==> config.mk <==
export PLATFORM = sky130hd
export DESIGN_NAME = sdram_bist_flat
export DESIGN_NICKNAME = d
export VERILOG_FILES = /design/src/rtl/sdram_bist_if.sv /design/src/rtl/sdram_bist.sv /design/src/flat_wrapper.sv
export SDC_FILE = /design/constraint.sdc
export NUM_CORES = 1
export LEC_CHECK = 0
export BUFFER_PORTS_ARGS = -buffer_cell sky130_fd_sc_hd__buf_2
export CAP_MARGIN = 20
export CORE_ASPECT_RATIO = 1.4
export CORE_MARGIN = 2
export CORE_UTILIZATION = 63
export CTS_BUF_LIST = sky130_fd_sc_hd__clkbuf_8
export CTS_CLUSTER_DIAMETER = 200
export CTS_CLUSTER_SIZE = 40
export DETAILED_ROUTE_END_ITERATION = 16
export PLACE_DENSITY = 0.95
export SLEW_MARGIN = 10
export SYNTH_ARGS = -nofsm -noshare
export SYNTH_HDL_FRONTEND = slang
export SYNTH_SLANG_ARGS = --single-unit
==> constraint.sdc <==
create_clock -name clk -period 5.69 [get_ports clk]
set_clock_uncertainty 0.15 [all_clocks]
set_input_delay 0.569 -clock clk [delete_from_list [all_inputs] [get_ports clk]]
set_output_delay 0.569 -clock clk [all_outputs]
set_load 0.005 [all_outputs]
==> src/rtl/sdram_bist_if.sv <==
// Command/response bus between the BIST sequencer (master) and the sdram controller (slave).
interface sdram_bist_if #(
    parameter int unsigned ADDR_W = 26
);
    logic              mem_rd;
    logic              mem_wr;
    logic              mem_refresh;
    logic [ADDR_W-1:0] mem_addr;
    logic [7:0]        mem_din;
    logic [7:0]        mem_dout;
    logic              mem_busy;
    logic              mem_data_ready;

    modport master (
        output mem_rd, mem_wr, mem_refresh, mem_addr, mem_din,
        input  mem_dout, mem_busy, mem_data_ready
    );

    modport slave (
        input  mem_rd, mem_wr, mem_refresh, mem_addr, mem_din,
        output mem_dout, mem_busy, mem_data_ready
    );
endinterface

==> src/rtl/sdram_bist.sv <==
// SDRAM built-in self-test: writes an LFSR byte pattern over the whole address range, reads it back and counts errors.
// Optional first-error capture outputs are enabled by defining SDRAM_BIST_ERR_CAPTURE_EN.
module sdram_bist #(
    parameter int unsigned ADDR_W         = 26,
    parameter logic [7:0]  SEED           = 8'hA5,
    parameter int unsigned REFRESH_PERIOD = 512,
    parameter int unsigned TIMEOUT        = 64
) (
    input  logic               clk,
    input  logic               resetn,
    input  logic               start,
    sdram_bist_if.master       mem,
    output logic               running,
    output logic               phase,
    output logic               done,
    output logic               pass,
    output logic               fail,
    output logic [15:0]        err_count
`ifdef SDRAM_BIST_ERR_CAPTURE_EN
    ,
    output logic [ADDR_W-1:0]  first_err_addr,
    output logic [7:0]         first_err_exp,
    output logic [7:0]         first_err_got,
    output logic               first_err_valid
`endif
);

    localparam int unsigned RCNT_W = $clog2(REFRESH_PERIOD + 1);
    localparam int unsigned TCNT_W = $clog2(TIMEOUT + 1);

    typedef enum logic [2:0] {
        IDLE,
        WR_ISSUE,
        WR_WAIT,
        RD_ISSUE,
        RD_WAIT,
        REFRESH,
        DONE
    } state_t;

    state_t              state, state_n;
    logic [ADDR_W-1:0]   addr, addr_n;
    logic [7:0]          lfsr, lfsr_n;
    logic [15:0]         err_n;
    logic                running_n, phase_n, done_n, pass_n, fail_n;
    logic                settle, settle_n;         // a strobe was issued last cycle
    logic                ref_issued, ref_issued_n;
    logic                rd_got, rd_got_n;
    logic [TCNT_W-1:0]   tcnt, tcnt_n;
    logic [RCNT_W-1:0]   rcnt, rcnt_n;
    logic                rd_c, wr_c, refresh_c;
    logic                err_hit, step, last, complete, final_rd;
    logic                ref_pending;
    logic [7:0]          lfsr_adv;

`ifdef SDRAM_BIST_ERR_CAPTURE_EN
    logic [ADDR_W-1:0]   cap_addr_n;
    logic [7:0]          cap_exp_n, cap_got_n, err_got;
    logic                cap_valid_n;
`endif

    assign last        = &addr;
    assign ref_pending = (rcnt == '0);
    // Galois form of x^8+x^6+x^5+x^4+1
    assign lfsr_adv    = {1'b0, lfsr[7:1]} ^ (lfsr[0] ? 8'hB8 : 8'h00);

    assign mem.mem_rd      = rd_c;
    assign mem.mem_wr      = wr_c;
    assign mem.mem_refresh = refresh_c;
    assign mem.mem_addr    = addr;
    assign mem.mem_din     = lfsr;

    always_ff @(posedge clk or negedge resetn) begin
        if (!resetn) begin
            state      <= IDLE;
            addr       <= '0;
            lfsr       <= '0;
            err_count  <= '0;
            running    <= 1'b0;
            phase      <= 1'b0;
            done       <= 1'b0;
            pass       <= 1'b0;
            fail       <= 1'b0;
            settle     <= 1'b0;
            ref_issued <= 1'b0;
            rd_got     <= 1'b0;
            tcnt       <= '0;
            rcnt       <= RCNT_W'(REFRESH_PERIOD - 1);
`ifdef SDRAM_BIST_ERR_CAPTURE_EN
            first_err_addr  <= '0;
            first_err_exp   <= '0;
            first_err_got   <= '0;
            first_err_valid <= 1'b0;
`endif
        end else begin
            state      <= state_n;
            addr       <= addr_n;
            lfsr       <= lfsr_n;
            err_count  <= err_n;
            running    <= running_n;
            phase      <= phase_n;
            done       <= done_n;
            pass       <= pass_n;
            fail       <= fail_n;
            settle     <= settle_n;
            ref_issued <= ref_issued_n;
            rd_got     <= rd_got_n;
            tcnt       <= tcnt_n;
            rcnt       <= rcnt_n;
`ifdef SDRAM_BIST_ERR_CAPTURE_EN
            first_err_addr  <= cap_addr_n;
            first_err_exp   <= cap_exp_n;
            first_err_got   <= cap_got_n;
            first_err_valid <= cap_valid_n;
`endif
        end
    end

    always_comb begin
        state_n      = state;
        addr_n       = addr;
        lfsr_n       = lfsr;
        err_n        = err_count;
        running_n    = running;
        phase_n      = phase;
        done_n       = done;
        pass_n       = pass;
        fail_n       = fail;
        settle_n     = 1'b0;
        ref_issued_n = ref_issued;
        rd_got_n     = rd_got;
        tcnt_n       = tcnt;
        rcnt_n       = rcnt;
        rd_c         = 1'b0;
        wr_c         = 1'b0;
        refresh_c    = 1'b0;
        err_hit      = 1'b0;
        step         = 1'b0;
        complete     = 1'b0;
        final_rd     = 1'b0;
`ifdef SDRAM_BIST_ERR_CAPTURE_EN
        cap_addr_n   = first_err_addr;
        cap_exp_n    = first_err_exp;
        cap_got_n    = first_err_got;
        cap_valid_n  = first_err_valid;
        err_got      = 8'h00;
`endif

        if (running && !ref_pending) begin
            rcnt_n = rcnt - RCNT_W'(1);
        end

        case (state)
            IDLE, DONE: begin
                if (start) begin
                    state_n   = WR_ISSUE;
                    addr_n    = '0;
                    lfsr_n    = SEED;
                    err_n     = '0;
                    done_n    = 1'b0;
                    pass_n    = 1'b0;
                    fail_n    = 1'b0;
                    phase_n   = 1'b0;
                    running_n = 1'b1;
`ifdef SDRAM_BIST_ERR_CAPTURE_EN
                    cap_addr_n  = '0;
                    cap_exp_n   = '0;
                    cap_got_n   = '0;
                    cap_valid_n = 1'b0;
`endif
                end
            end
            WR_ISSUE: begin
                if (ref_pending) begin
                    state_n = REFRESH;
                end else if (!mem.mem_busy) begin
                    wr_c     = 1'b1;
                    settle_n = 1'b1;
                    state_n  = WR_WAIT;
                end
            end
            WR_WAIT: begin
                if (!settle && !mem.mem_busy) begin
                    step = 1'b1;
                    if (last) begin
                        phase_n = 1'b1;
                        state_n = RD_ISSUE;
                    end else begin
                        state_n = WR_ISSUE;
                    end
                end
            end
            RD_ISSUE: begin
                if (ref_pending) begin
                    state_n = REFRESH;
                end else if (!mem.mem_busy) begin
                    rd_c     = 1'b1;
                    settle_n = 1'b1;
                    rd_got_n = 1'b0;
                    tcnt_n   = TCNT_W'(1);
                    state_n  = RD_WAIT;
                end
            end
            RD_WAIT: begin
                complete = rd_got;
                if (!rd_got) begin
                    if (mem.mem_data_ready) begin
                        complete = 1'b1;
                        rd_got_n = 1'b1;
                        if (mem.mem_dout != lfsr) begin
                            err_hit = 1'b1;
`ifdef SDRAM_BIST_ERR_CAPTURE_EN
                            err_got = mem.mem_dout;
`endif
                        end
                    end else if (tcnt >= TCNT_W'(TIMEOUT)) begin
                        complete = 1'b1;
                        rd_got_n = 1'b1;
                        err_hit  = 1'b1;
                    end else begin
                        tcnt_n = tcnt + TCNT_W'(1);
                    end
                end
                if (complete && !settle && !mem.mem_busy) begin
                    step = 1'b1;
                    if (last) begin
                        final_rd  = 1'b1;
                        running_n = 1'b0;
                        done_n    = 1'b1;
                        state_n   = DONE;
                    end else begin
                        state_n = RD_ISSUE;
                    end
                end
            end
            REFRESH: begin
                if (!ref_issued) begin
                    if (!mem.mem_busy) begin
                        refresh_c    = 1'b1;
                        settle_n     = 1'b1;
                        ref_issued_n = 1'b1;
                    end
                end else if (!settle && !mem.mem_busy) begin
                    ref_issued_n = 1'b0;
                    rcnt_n       = RCNT_W'(REFRESH_PERIOD - 1);
                    state_n      = phase ? RD_ISSUE : WR_ISSUE;
                end
            end
            default: state_n = IDLE;
        endcase

        if (err_hit) begin
            if (err_count != 16'hFFFF) begin
                err_n = err_count + 16'd1;
            end
`ifdef SDRAM_BIST_ERR_CAPTURE_EN
            if (!first_err_valid) begin
                cap_addr_n  = addr;
                cap_exp_n   = lfsr;
                cap_got_n   = err_got;
                cap_valid_n = 1'b1;
            end
`endif
        end

        if (step) begin
            addr_n = addr + ADDR_W'(1);
            lfsr_n = last ? SEED : lfsr_adv;
        end

        // Verdict uses the count including an error found on the final read
        if (final_rd) begin
            pass_n = (err_n == 16'd0);
            fail_n = (err_n != 16'd0);
        end
    end

endmodule
==> src/flat_wrapper.sv <==
// flat-port wrapper written by rule: the top's interface ports become plain ports
module sdram_bist_flat 
#(
    parameter int unsigned ADDR_W         = 26,
    parameter logic [7:0]  SEED           = 8'hA5,
    parameter int unsigned REFRESH_PERIOD = 512,
    parameter int unsigned TIMEOUT        = 64
)
  (clk, resetn, start, running, phase, done, pass, fail, err_count, mem_mem_rd, mem_mem_wr, mem_mem_refresh, mem_mem_addr, mem_mem_din, mem_mem_dout, mem_mem_busy, mem_mem_data_ready);
  sdram_bist_if #(.ADDR_W(ADDR_W)) mem_i ();
  input  logic clk;
  input  logic resetn;
  input  logic start;
  output logic running;
  output logic phase;
  output logic done;
  output logic pass;
  output logic fail;
  output logic [15:0] err_count;
  output wire logic [$bits(mem_i.mem_rd)-1:0] mem_mem_rd;
  output wire logic [$bits(mem_i.mem_wr)-1:0] mem_mem_wr;
  output wire logic [$bits(mem_i.mem_refresh)-1:0] mem_mem_refresh;
  output wire logic [$bits(mem_i.mem_addr)-1:0] mem_mem_addr;
  output wire logic [$bits(mem_i.mem_din)-1:0] mem_mem_din;
  input wire logic [$bits(mem_i.mem_dout)-1:0] mem_mem_dout;
  input wire logic [$bits(mem_i.mem_busy)-1:0] mem_mem_busy;
  input wire logic [$bits(mem_i.mem_data_ready)-1:0] mem_mem_data_ready;
  assign mem_mem_rd = mem_i.mem_rd;
  assign mem_mem_wr = mem_i.mem_wr;
  assign mem_mem_refresh = mem_i.mem_refresh;
  assign mem_mem_addr = mem_i.mem_addr;
  assign mem_mem_din = mem_i.mem_din;
  assign mem_i.mem_dout = mem_mem_dout;
  assign mem_i.mem_busy = mem_mem_busy;
  assign mem_i.mem_data_ready = mem_mem_data_ready;
  sdram_bist #(.ADDR_W(ADDR_W), .SEED(SEED), .REFRESH_PERIOD(REFRESH_PERIOD), .TIMEOUT(TIMEOUT)) u_core (.clk(clk), .resetn(resetn), .start(start), .mem(mem_i), .running(running), .phase(phase), .done(done), .pass(pass), .fail(fail), .err_count(err_count));
endmodule
==> metrics.txt, run 1 <==
status=completed; routed len/inst=16.8 um; WS Path Type=reg -> reg; routed via count=3966; CTS Buf Count=9; Synth Warn #=0; worst path required time=5.80 ns; Root Driver=clkbuf_8; worst relative slew slack=0.369; initial drt markers=494; syn nets=489; Crit-path slowest cell=or4_4; CTS tree=built; footprint of the multi-input gates=0.00218 mm2; clock sinks=78; Async SR Flop Fraction=1.00; final worst-path cycle share=0.579; Worst-path clk slew=0.08 ns; Final min period=3.30 ns; Fin Setup TNS=0 ns; ratio of cells with drive above 1 in the final layout=0.195; GRT Total Usage=0.291; CTS resizes=0; max-capacitance violation count=0; Skew-Pair Late Insertion Delay=0.33 ns; initial antenna violation count=0; Netlist cell types=59; RePlAce Congestion=0.948; largest net degree at the start of global routing=79; Routed Antenna Nets=0; Final Cell Area=0.00486 mm2; Total Nets Final=547; Fmax=303 MHz; Critical Path Sink Type=flip-flop; peak supply drop=0.287 mV; synthesized flop and latch total=78; max incr delay on CP=0.61 ns; P&R area growth vs syn=12.8%; drt pass-1 iters=6; drt drc=0; Ports=71; Main synth FF type=dfrtp_1; worst-margin pin slew=0.946 ns; cts hold-fix bufs=0; # rows=35; pwr dens=336 mW/mm2; die height=102 um; Max H-tree Level=3; die footprint=0.00753 mm2; postcts setup bufs=0; Lkg Pwr=2.26 nW; Final HPWL DP=7310 um; register area=0.00196 mm2; GRT overflow=0; CP Launch Type=flip-flop; global-route wire length before repair=17100 um; Buf/Inv on CP=0; crit-path leading delay family=simple AND/OR/NAND/NOR gates; overall die width=73.9 um; Area after DPL=0.00466 mm2; Final setup violation count=0; cell-by-cell trace of the critical path=nand2b_1, or4_4, nor3_2, o22ai_1, a211o_1, nor4_2, o21bai_1; Fin. Hold Viols=0; Initial Util=0.652; Post-synth EDFFs=0; area of the mapped netlist=0.00431 mm2; vias in the first global route=3647; Via density=6.35; hold crit path type=in -> async; critical path arrival=3.40 ns; RSZ-0062 raised after global routing=false; antenna cells=0; r2r setup slk=2.39 ns; Cells after Synth=471; core area=0.00661 mm2; sequential area share after synthesis=0.455; filler instances=478; max-slew violations=0; Port Buffer Count=70; CTS Buffer Depth=2; syn avg cell area=9.15 um2; CP Max Fanout=14; DRT Wirelength=10500 um
==> power by group <==
group          internal, mW  switching, mW  leakage, nW  total [mW]
Sequential            0.659          0.124         1.01       0.783
Combinational         0.184          0.253         1.13       0.438
Clock                 0.223          0.188        0.107       0.411
Total                  1.07          0.566         2.26        1.63
==> placed cells by master (no fill, tap or decap), types with 5 or more instances in the layout <==
master / Yosys / layout
mux2i_1: 12 / 12
o31ai_1: 12 / 12
clkbuf_8: 0 / 11
o21ai_0: 34 / 34
inv_1: 13 / 14
ha_1: 5 / 5
a21oi_1: 13 / 13
nand3_1: 29 / 29
buf_2: 5 / 69
nor4_1: 5 / 5
nor3_1: 22 / 22
nand4_1: 16 / 16
dfrtp_1: 69 / 69
nand2_1: 59 / 59
nor2_1: 38 / 38
or3_1: 5 / 5
a21o_1: 5 / 5
xor2_1: 15 / 15
xnor2_1: 14 / 14
a31oi_1: 5 / 5
dfstp_2: 9 / 9
nand2b_1: 5 / 5
==> routing by layer <==
layer,track usage,vias to the layer above,share of wire
li1,-,1817,-
met1,0.370,1899,0.39
met2,0.490,208,0.51
met3,0.0562,42,0.067
met4,0.113,0,0.035
met5,0,-,0
==> cells in the mapped netlist (2+ instances only) <==
| cell type | instances | share of area |
|---|---|---|
| a211oi_1 | 4 | 0.0070 |
| a21o_1 | 5 | 0.0087 |
| a21oi_1 | 13 | 0.015 |
| a22o_1 | 3 | 0.0061 |
| a22oi_1 | 2 | 0.0035 |
| a31oi_1 | 5 | 0.0073 |
| and2_0 | 2 | 0.0029 |
| and2_1 | 4 | 0.0058 |
| and3_1 | 4 | 0.0058 |
| and4_1 | 4 | 0.0081 |
| and4_4 | 2 | 0.0052 |
| buf_2 | 5 | 0.0058 |
| buf_6 | 3 | 0.0078 |
| clkbuf_1 | 14 | 0.012 |
| dfrtp_1 | 69 | 0.40 |
| dfstp_2 | 9 | 0.055 |
| ha_1 | 5 | 0.015 |
| inv_1 | 13 | 0.011 |
| mux2i_1 | 12 | 0.028 |
| nand2_1 | 59 | 0.051 |
| nand2b_1 | 5 | 0.0073 |
| nand3_1 | 29 | 0.034 |
| nand4_1 | 16 | 0.023 |
| nand4b_1 | 2 | 0.0041 |
| nor2_1 | 38 | 0.033 |
| nor3_1 | 22 | 0.026 |
| nor3_2 | 2 | 0.0046 |
| nor4_1 | 5 | 0.0073 |
| nor4b_1 | 2 | 0.0041 |
| o2111ai_1 | 3 | 0.0061 |
| o211ai_1 | 2 | 0.0035 |
| o21ai_0 | 34 | 0.039 |
| o22a_1 | 4 | 0.0081 |
| o311ai_0 | 2 | 0.0041 |
| o31ai_1 | 12 | 0.021 |
| or3_1 | 5 | 0.0073 |
| or4_4 | 2 | 0.0052 |
| xnor2_1 | 14 | 0.028 |
| xor2_1 | 15 | 0.030 |
==> cell type report <==
class / count / share of cell area
clock buffer: 11 / 0.0311
clock inverter: 4 / 0.00978
inverter: 13 / 0.0100
multi-input combinational: 356 / 0.448
sequential: 78 / 0.404
tap: 92 / 0.0237
timing repair buffer: 71 / 0.0741
==> through the flow <==
stage | power, mW | util | setup slack (ns) | cells | hold WS, ns
after detailed placement | 1.22 | 0.705 | 2.49 | 610 | 0.337
after CTS | 1.63 | 0.735 | 2.45 | 625 | 0.267
final | 1.63 | 0.735 | 2.39 | 625 | 0.231
after floorplan | 1.09 | - | 3.00 | 471 | 0.123
after global placement | 1.19 | 0.705 | 2.60 | 610 | 0.309
after global routing | 1.73 | 0.735 | 2.19 | 625 | 0.306
==> state kept, by name, summed over array words and instances, names as in the netlist <==
| register | flops |
|---|---|
| u_core.done | 1 |
| u_core.settle | 1 |
| u_core.state | 3 |
| u_core.tcnt | 7 |
| u_core.err_count | 16 |
| u_core.phase | 1 |
| u_core.rcnt | 10 |
| u_core.running | 1 |
| u_core.fail | 1 |
| u_core.mem.mem_din | 8 |
| u_core.ref_issued | 1 |
| u_core.rd_got | 1 |
| u_core.mem.mem_addr | 26 |
| u_core.pass | 1 |
==> final timing paths <==
kind	start	end	depth (start not counted)
setup / recovery	u_core.state[2]	u_core.pass	7
setup reg to reg	u_core.state[2]	u_core.pass	7
hold / removal	resetn	u_core.err_count[13]	1
hold reg to reg	u_core.mem.mem_addr[20]	u_core.mem.mem_addr[20]	1
min in group clk	u_core.mem.mem_addr[20]	u_core.mem.mem_addr[20]	1
max in group asynchronous	resetn	u_core.mem.mem_addr[20]	1
==> kinds of logic (layout without fill, tap and decap cells) <==
logic type      Yosys count  in the layout  synth area share
flops                    78             78             0.455
fa+ha+maj                 5              5            0.0145
simple gates            211            211             0.254
xor+xnor                 29             29            0.0589
mux                      13             13            0.0305
compound gates           98             98             0.147
buf+inv                  37             99            0.0398
(Power assumes the default switching activity.)
==> run 2, diff against run 1 <==
--- a/config.mk
+++ b/config.mk
@@ -9,12 +9,12 @@
 export CAP_MARGIN = 20
 export CORE_ASPECT_RATIO = 1.4
 export CORE_MARGIN = 2
-export CORE_UTILIZATION = 63
+export CORE_UTILIZATION = 53
 export CTS_BUF_LIST = sky130_fd_sc_hd__clkbuf_8
 export CTS_CLUSTER_DIAMETER = 200
 export CTS_CLUSTER_SIZE = 40
 export DETAILED_ROUTE_END_ITERATION = 16
-export PLACE_DENSITY = 0.95
+export PLACE_DENSITY = 0.86
 export SLEW_MARGIN = 10
 export SYNTH_ARGS = -nofsm -noshare
 export SYNTH_HDL_FRONTEND = slang
==> constraint.sdc (replaced) <==
create_clock -name clk -period 2.65 [get_ports clk]
set_clock_uncertainty 0.15 [all_clocks]
set_input_delay 0.265 -clock clk [delete_from_list [all_inputs] [get_ports clk]]
set_output_delay 0.265 -clock clk [all_outputs]
set_load 0.005 [all_outputs]
==> metrics.txt, run 2 (synthesized netlist as in run 1, its figures left out) <==
status=completed; Max H-tree Level=3 (unchanged); worst-margin pin slew=0.765 ns (-0.181 ns); DRT Wirelength=11200 um (+6.9%); CTS Buffer Depth=2 (unchanged); global-route wire length before repair=18300 um (+6.6%); GRT overflow=0 (unchanged); fraction of power consumed by combinational cells=0.319 (+0.051); Fin. Hold Viols=0 (unchanged); # rows=38 (+8.6%); Final HPWL DP=8070 um (+10%); Ports=71 (unchanged); initial antenna violation count=0 (unchanged); ratio of cells with drive above 1 in the final layout=0.272 (+0.0770); r2r setup slk=0.05 ns (-2.35 ns); routed len/inst=16.6 um (-1.3%); routed via count=4100 (+3.4%); drt drc=0 (unchanged); RSZ-0062 raised after global routing=true; Root Driver=clkbuf_8; WS Path Type=reg -> reg; pwr dens=679 mW/mm2 (+100%); core area=0.00785 mm2 (+19%); CTS tree=built; Via density=6.06 (-4.6%); hold crit path type=in -> reg; Final min period=2.60 ns (-0.693 ns); most frequent cells in the layout=buf_2 (69), dfrtp_1 (67), nand2_1 (58), buf_4 (44), nor2_1 (38); worst hold slack=0.213 ns (-0.0186 ns); most common cell after layout, fill and taps aside=buf_2; CP Max Fanout=5 (-9); Critical path origin=u_core.state[1]; max-slew violations=0 (unchanged); worst path required time=2.79 ns (-3.01 ns); Initial Util=0.550 (-0.102); RePlAce Congestion=0.917 (-3.2%); Sw Share=0.356 (+0.00976); Clock power frac=0.222 (-0.030); Pint=2.29 mW (+110%); largest net degree at the start of global routing=40 (-49%); clock sinks=78 (unchanged); P&R area growth vs syn=21.3%; antenna cells=0 (unchanged); P_sw=1.27 mW (+120%); worst relative slew slack=0.488 (+0.119); Lkg Pwr=2.47 nW (+9.4%); final worst-path cycle share=0.982 (+0.403); Worst-path clk slew=0.08 ns (about the same); die footprint=0.00888 mm2 (+18%); Total Nets Final=590 (+7.9%); initial drt markers=402 (-19%); die height=111 um (+8.7%); CP Launch Type=flip-flop; max reg flops=26 (unchanged); overall die width=80.2 um (+8.5%); footprint of the multi-input gates=0.00223 mm2 (+2.6%); Skew-Pair Late Insertion Delay=0.36 ns (+0.03 ns); Critical Path Sink Type=flip-flop; peak supply drop=0.539 mV (+88%); Routed Antenna Nets=0 (unchanged); max-capacitance violation count=0 (unchanged); CTS Buf Count=9 (unchanged); Fmax=384 MHz (+27%); register area=0.00197 mm2 (+0.13%); filler instances=632 (+32%); Reg power frac=0.459 (-0.021); vias in the first global route=3804 (+4.3%); critical path arrival=2.75 ns (-0.65 ns); drt pass-1 iters=5 (-1); post-route core utilization=0.667 (-0.0687); hold path start=mem_mem_busy; GRT Total Usage=0.258 (-0.0330); reg2reg start=u_core.state[1]; Final setup violation count=0 (unchanged); Port Buffer Count=70 (unchanged)
[run 2: cell types whose count changed in the layout (fill, tap and decap cells not counted), sizes merged]
cell         change
dlygate4sd3      +1
clkinv           -1
bufinv           -1
inv              +3
buf             +42
[run 2: critical path: stages, from the launching register on]
cell,delay (ns)
dfrtp_1,0.38
nand2b_1,0.24
or4_4,0.54
nor3_2,0.27
o22ai_1,0.17
a211o_1,0.37
nor4_4,0.28
o21bai_1,0.14
[run 2: area by class of cell]
class	count	share of cell area
well taps	100	0.0239
multi-input cells	356	0.427
clock inverters	5	0.00383
inverters	13	0.00933
repair buffers	114	0.131
clock buffers	11	0.0289
flip-flops and latches	78	0.376
[run 2: metal layers]
metal  share of wire  vias up  track usage  routed length, um
met3           0.058       43       0.0440                655
met5               0        -            0                  0
met4           0.033        0        0.119                366
li1                -     1906            -                  -
met1            0.40     1964        0.337               4530
met2            0.51      187        0.416               5660
[run 2: worst paths after layout]
kind                            depth (start not counted)              to
worst max-delay path                                    7     u_core.pass
worst min-delay path                                    3    u_core.phase
worst max register to register                          7     u_core.pass
worst min register to register                          1     u_core.done
max in group asynchronous                               3  u_core.rcnt[8]
min in group asynchronous                               2  u_core.tcnt[4]
[run 2: timing repair]
action / 4_1_cts / 5_1_grt
pin swaps: 0 / 5
gates resized for setup: 2 / 12
hold buffers: 1 / 0
buffers inserted: 0 / 5
setup endpoints to repair: 3 / 4
hold endpoints to repair: 28 / 0
[run 2: power groups by stage]
stage	combinational [mW]	clock [mW]	sequential, mW
global placement	1.05	0	1.62
finish	1.13	0.788	1.63
global route	1.27	0.859	1.66
detailed placement	1.09	0	1.64
CTS	1.10	0.804	1.62
floorplan	0.744	0	1.60
[run 2: metrics by stage]
step / instances / TNS [ns] / setup WS, ns / instance area (um2) / power (mW)
after floorplan: 471 / 0 / 0.0164 / 4320 / 2.34
after global placement: 655 / 0 / 0.0212 / 4960 / 2.67
after detailed placement: 655 / -0.0329 / -0.0329 / 4960 / 2.72
after CTS: 672 / 0 / 0.0438 / 5140 / 3.52
after global routing: 677 / -0.125 / -0.0742 / 5230 / 3.79
final: 677 / 0 / 0.0481 / 5230 / 3.55
==> run 3, diff against run 2 <==
--- a/config.mk
+++ b/config.mk
@@ -5,16 +5,16 @@
 export SDC_FILE = /design/constraint.sdc
 export NUM_CORES = 1
 export LEC_CHECK = 0
+export ABC_CLOCK_PERIOD_IN_PS = 2650
 export BUFFER_PORTS_ARGS = -buffer_cell sky130_fd_sc_hd__buf_2
 export CAP_MARGIN = 20
 export CORE_ASPECT_RATIO = 1.4
 export CORE_MARGIN = 2
-export CORE_UTILIZATION = 53
-export CTS_BUF_LIST = sky130_fd_sc_hd__clkbuf_8
+export CORE_UTILIZATION = 30
 export CTS_CLUSTER_DIAMETER = 200
 export CTS_CLUSTER_SIZE = 40
 export DETAILED_ROUTE_END_ITERATION = 16
-export PLACE_DENSITY = 0.86
+export PLACE_DENSITY = 0.57
 export SLEW_MARGIN = 10
 export SYNTH_ARGS = -nofsm -noshare
 export SYNTH_HDL_FRONTEND = slang
==> metrics.txt, run 3 (synthesized netlist as in run 1, its figures left out) <==
Ports=71 (unchanged); Port Buffer Count=70 (unchanged); initial antenna violation count=0 (unchanged); GRT Total Usage=0.160 (-0.0987); antenna cells=0 (unchanged); status=completed; Initial Util=0.309 (-0.241); Final Worst Setup Slack=0.0725 ns (+0.0244 ns); vias in the first global route=3993 (+5.0%); routed len/inst=15.3 um (-7.4%); Final Cell Area=0.00548 mm2 (+4.7%); Reg power frac=0.413 (-0.046); critical path arrival=2.65 ns (-0.10 ns); Lkg Pwr=2.53 nW (+2.6%); Critical Path Sink Type=flip-flop; drt pass-1 iters=4 (-1); worst-margin pin slew=0.817 ns (+0.0513 ns); # rows=51 (+34%); core area=0.0140 mm2 (+78%); Via density=5.13 (-15%); clock sinks=78 (unchanged); worst path required time=2.72 ns (-0.07 ns); Root Driver=clkbuf_16; fraction of power consumed by combinational cells=0.291 (-0.028); Place WS=-0.0189 ns (+0.0140 ns); largest net degree at the start of global routing=53 (+33%); P_sw=1.31 mW (+3.4%); Pint=2.59 mW (+13%); overall die width=105 um (+31%); GRT overflow=0 (unchanged); Routed Antenna Nets=0 (unchanged); peak supply drop=0.387 mV (-28%); post-route core utilization=0.392 (-0.275); Total Nets Final=594 (+0.68%); most common cell after layout, fill and taps aside=buf_2; routed via count=3928 (-4.2%); final worst-path cycle share=0.973 (-0.00921); Final min period=2.58 ns (-0.0244 ns); RePlAce Congestion=0.982 (+7.1%); Max H-tree Level=3 (unchanged); CTS tree=built; Final setup violation count=0 (unchanged); die footprint=0.0154 mm2 (+73%); Skew-Pair Late Insertion Delay=0.33 ns (-0.03 ns); Clock power frac=0.296 (+0.074); CTS Buf Count=9 (unchanged); max-capacitance violation count=0 (unchanged); Area after DPL=0.00511 mm2 (+3.2%); Fmax=388 MHz (+0.95%); GRT busiest layer=met2; P&R area growth vs syn=27.0%; met3 Resource Use GR=0.0246 (-0.0193); drt drc=0 (unchanged); worst relative slew slack=0.454 (-0.0343); footprint of the multi-input gates=0.00223 mm2 (-0.11%); DRT Wirelength=11700 um (+4.8%); CTS Buffer Depth=2 (unchanged); pwr dens=713 mW/mm2 (+5.0%); met1 usage in global routing=0.192 (-0.145); Sw Share=0.335 (-0.0209); CP Max Fanout=4 (-1); max-slew violations=0 (unchanged); initial drt markers=188 (-53%); Worst-path clk slew=0.06 ns (-0.02 ns); die height=146 um (+32%); ratio of cells with drive above 1 in the final layout=0.277 (+0.00501); met2 GRT Util=0.281 (-0.135); filler instances=1432 (+130%); CP Launch Type=flip-flop; max reg flops=26 (unchanged); Fin. Hold Viols=0 (unchanged); register area=0.00196 mm2 (about the same); Final HPWL DP=8870 um (+10%); global-route wire length before repair=19900 um (+8.9%); WS Path Type=reg -> reg; most frequent cells in the layout=buf_2 (69), dfrtp_1 (68), nand2_1 (59), buf_4 (47), nor2_1 (38); hold crit path type=in -> reg
==> run 3: what timing repair did <==
action | in CTS | in global routing
resized for setup | 2 | 10
hold endpoints to repair | 40 | 0
buffers inserted | 0 | 2
gates cloned | 0 | 0
setup endpoints to repair | 2 | 3
hold buffers | 1 | 0
pin swaps | 0 | 4
==> run 3: metrics by stage <==
step	power (mW)	hold slack [ns]	std cells	setup TNS (ns)
floorplan	2.34	-0.181	471	0
global placement	2.71	0.203	747	0
detailed placement	2.75	0.208	747	-0.0189
CTS	3.94	0.251	764	0
global route	4.17	0.279	766	-0.00379
finish	3.90	0.260	766	0
==> run 3: critical path, stage by stage, from the launching register on <==
cell and delay (ns):
dfrtp_2 0.40, ha_2 0.18, and3_1 0.21, and4_4 0.17
or4_4 0.48, nor3_2 0.12, mux2_1 0.35, nand4bb_1 0.17
nor4_4 0.07, o21bai_1 0.16
==> run 3: routing by layer <==
layer | part of all wire | up-vias
met5 | 0 | -
met4 | 0.022 | 0
met3 | 0.039 | 17
met2 | 0.52 | 82
met1 | 0.42 | 1919
li1 | - | 1910
==> run 3: cell type report <==
type	count	share of cell area
inverters	13	0.00891
multi-input cells	356	0.408
well taps	185	0.0423
clock buffers	13	0.0475
clock inverters	3	0.00343
repair buffers	118	0.131
flip-flops and latches	78	0.359
==> run 3: final timing paths <==
kind | from | end | slack [ns] | cells past startpoint
worst max-delay path | u_core.err_count[0] | u_core.pass | 0.07 | 9
worst min-delay path | mem_mem_busy | u_core.phase | 0.26 | 3
worst max register to register | u_core.err_count[0] | u_core.pass | 0.07 | 9
worst min register to register | u_core.done | u_core.done | 0.33 | 1
max in group asynchronous | resetn | u_core.state[1] | 1.33 | 3
min in group asynchronous | resetn | u_core.rcnt[9] | 0.37 | 2
==> run 3: power groups by stage <==
stage | registers, mW | logic (mW) | clock network, mW
floorplan | 1.60 | 0.744 | 0
global placement | 1.62 | 1.09 | 0
detailed placement | 1.63 | 1.12 | 0
CTS | 1.61 | 1.13 | 1.20
global route | 1.64 | 1.27 | 1.26
finish | 1.61 | 1.14 | 1.16
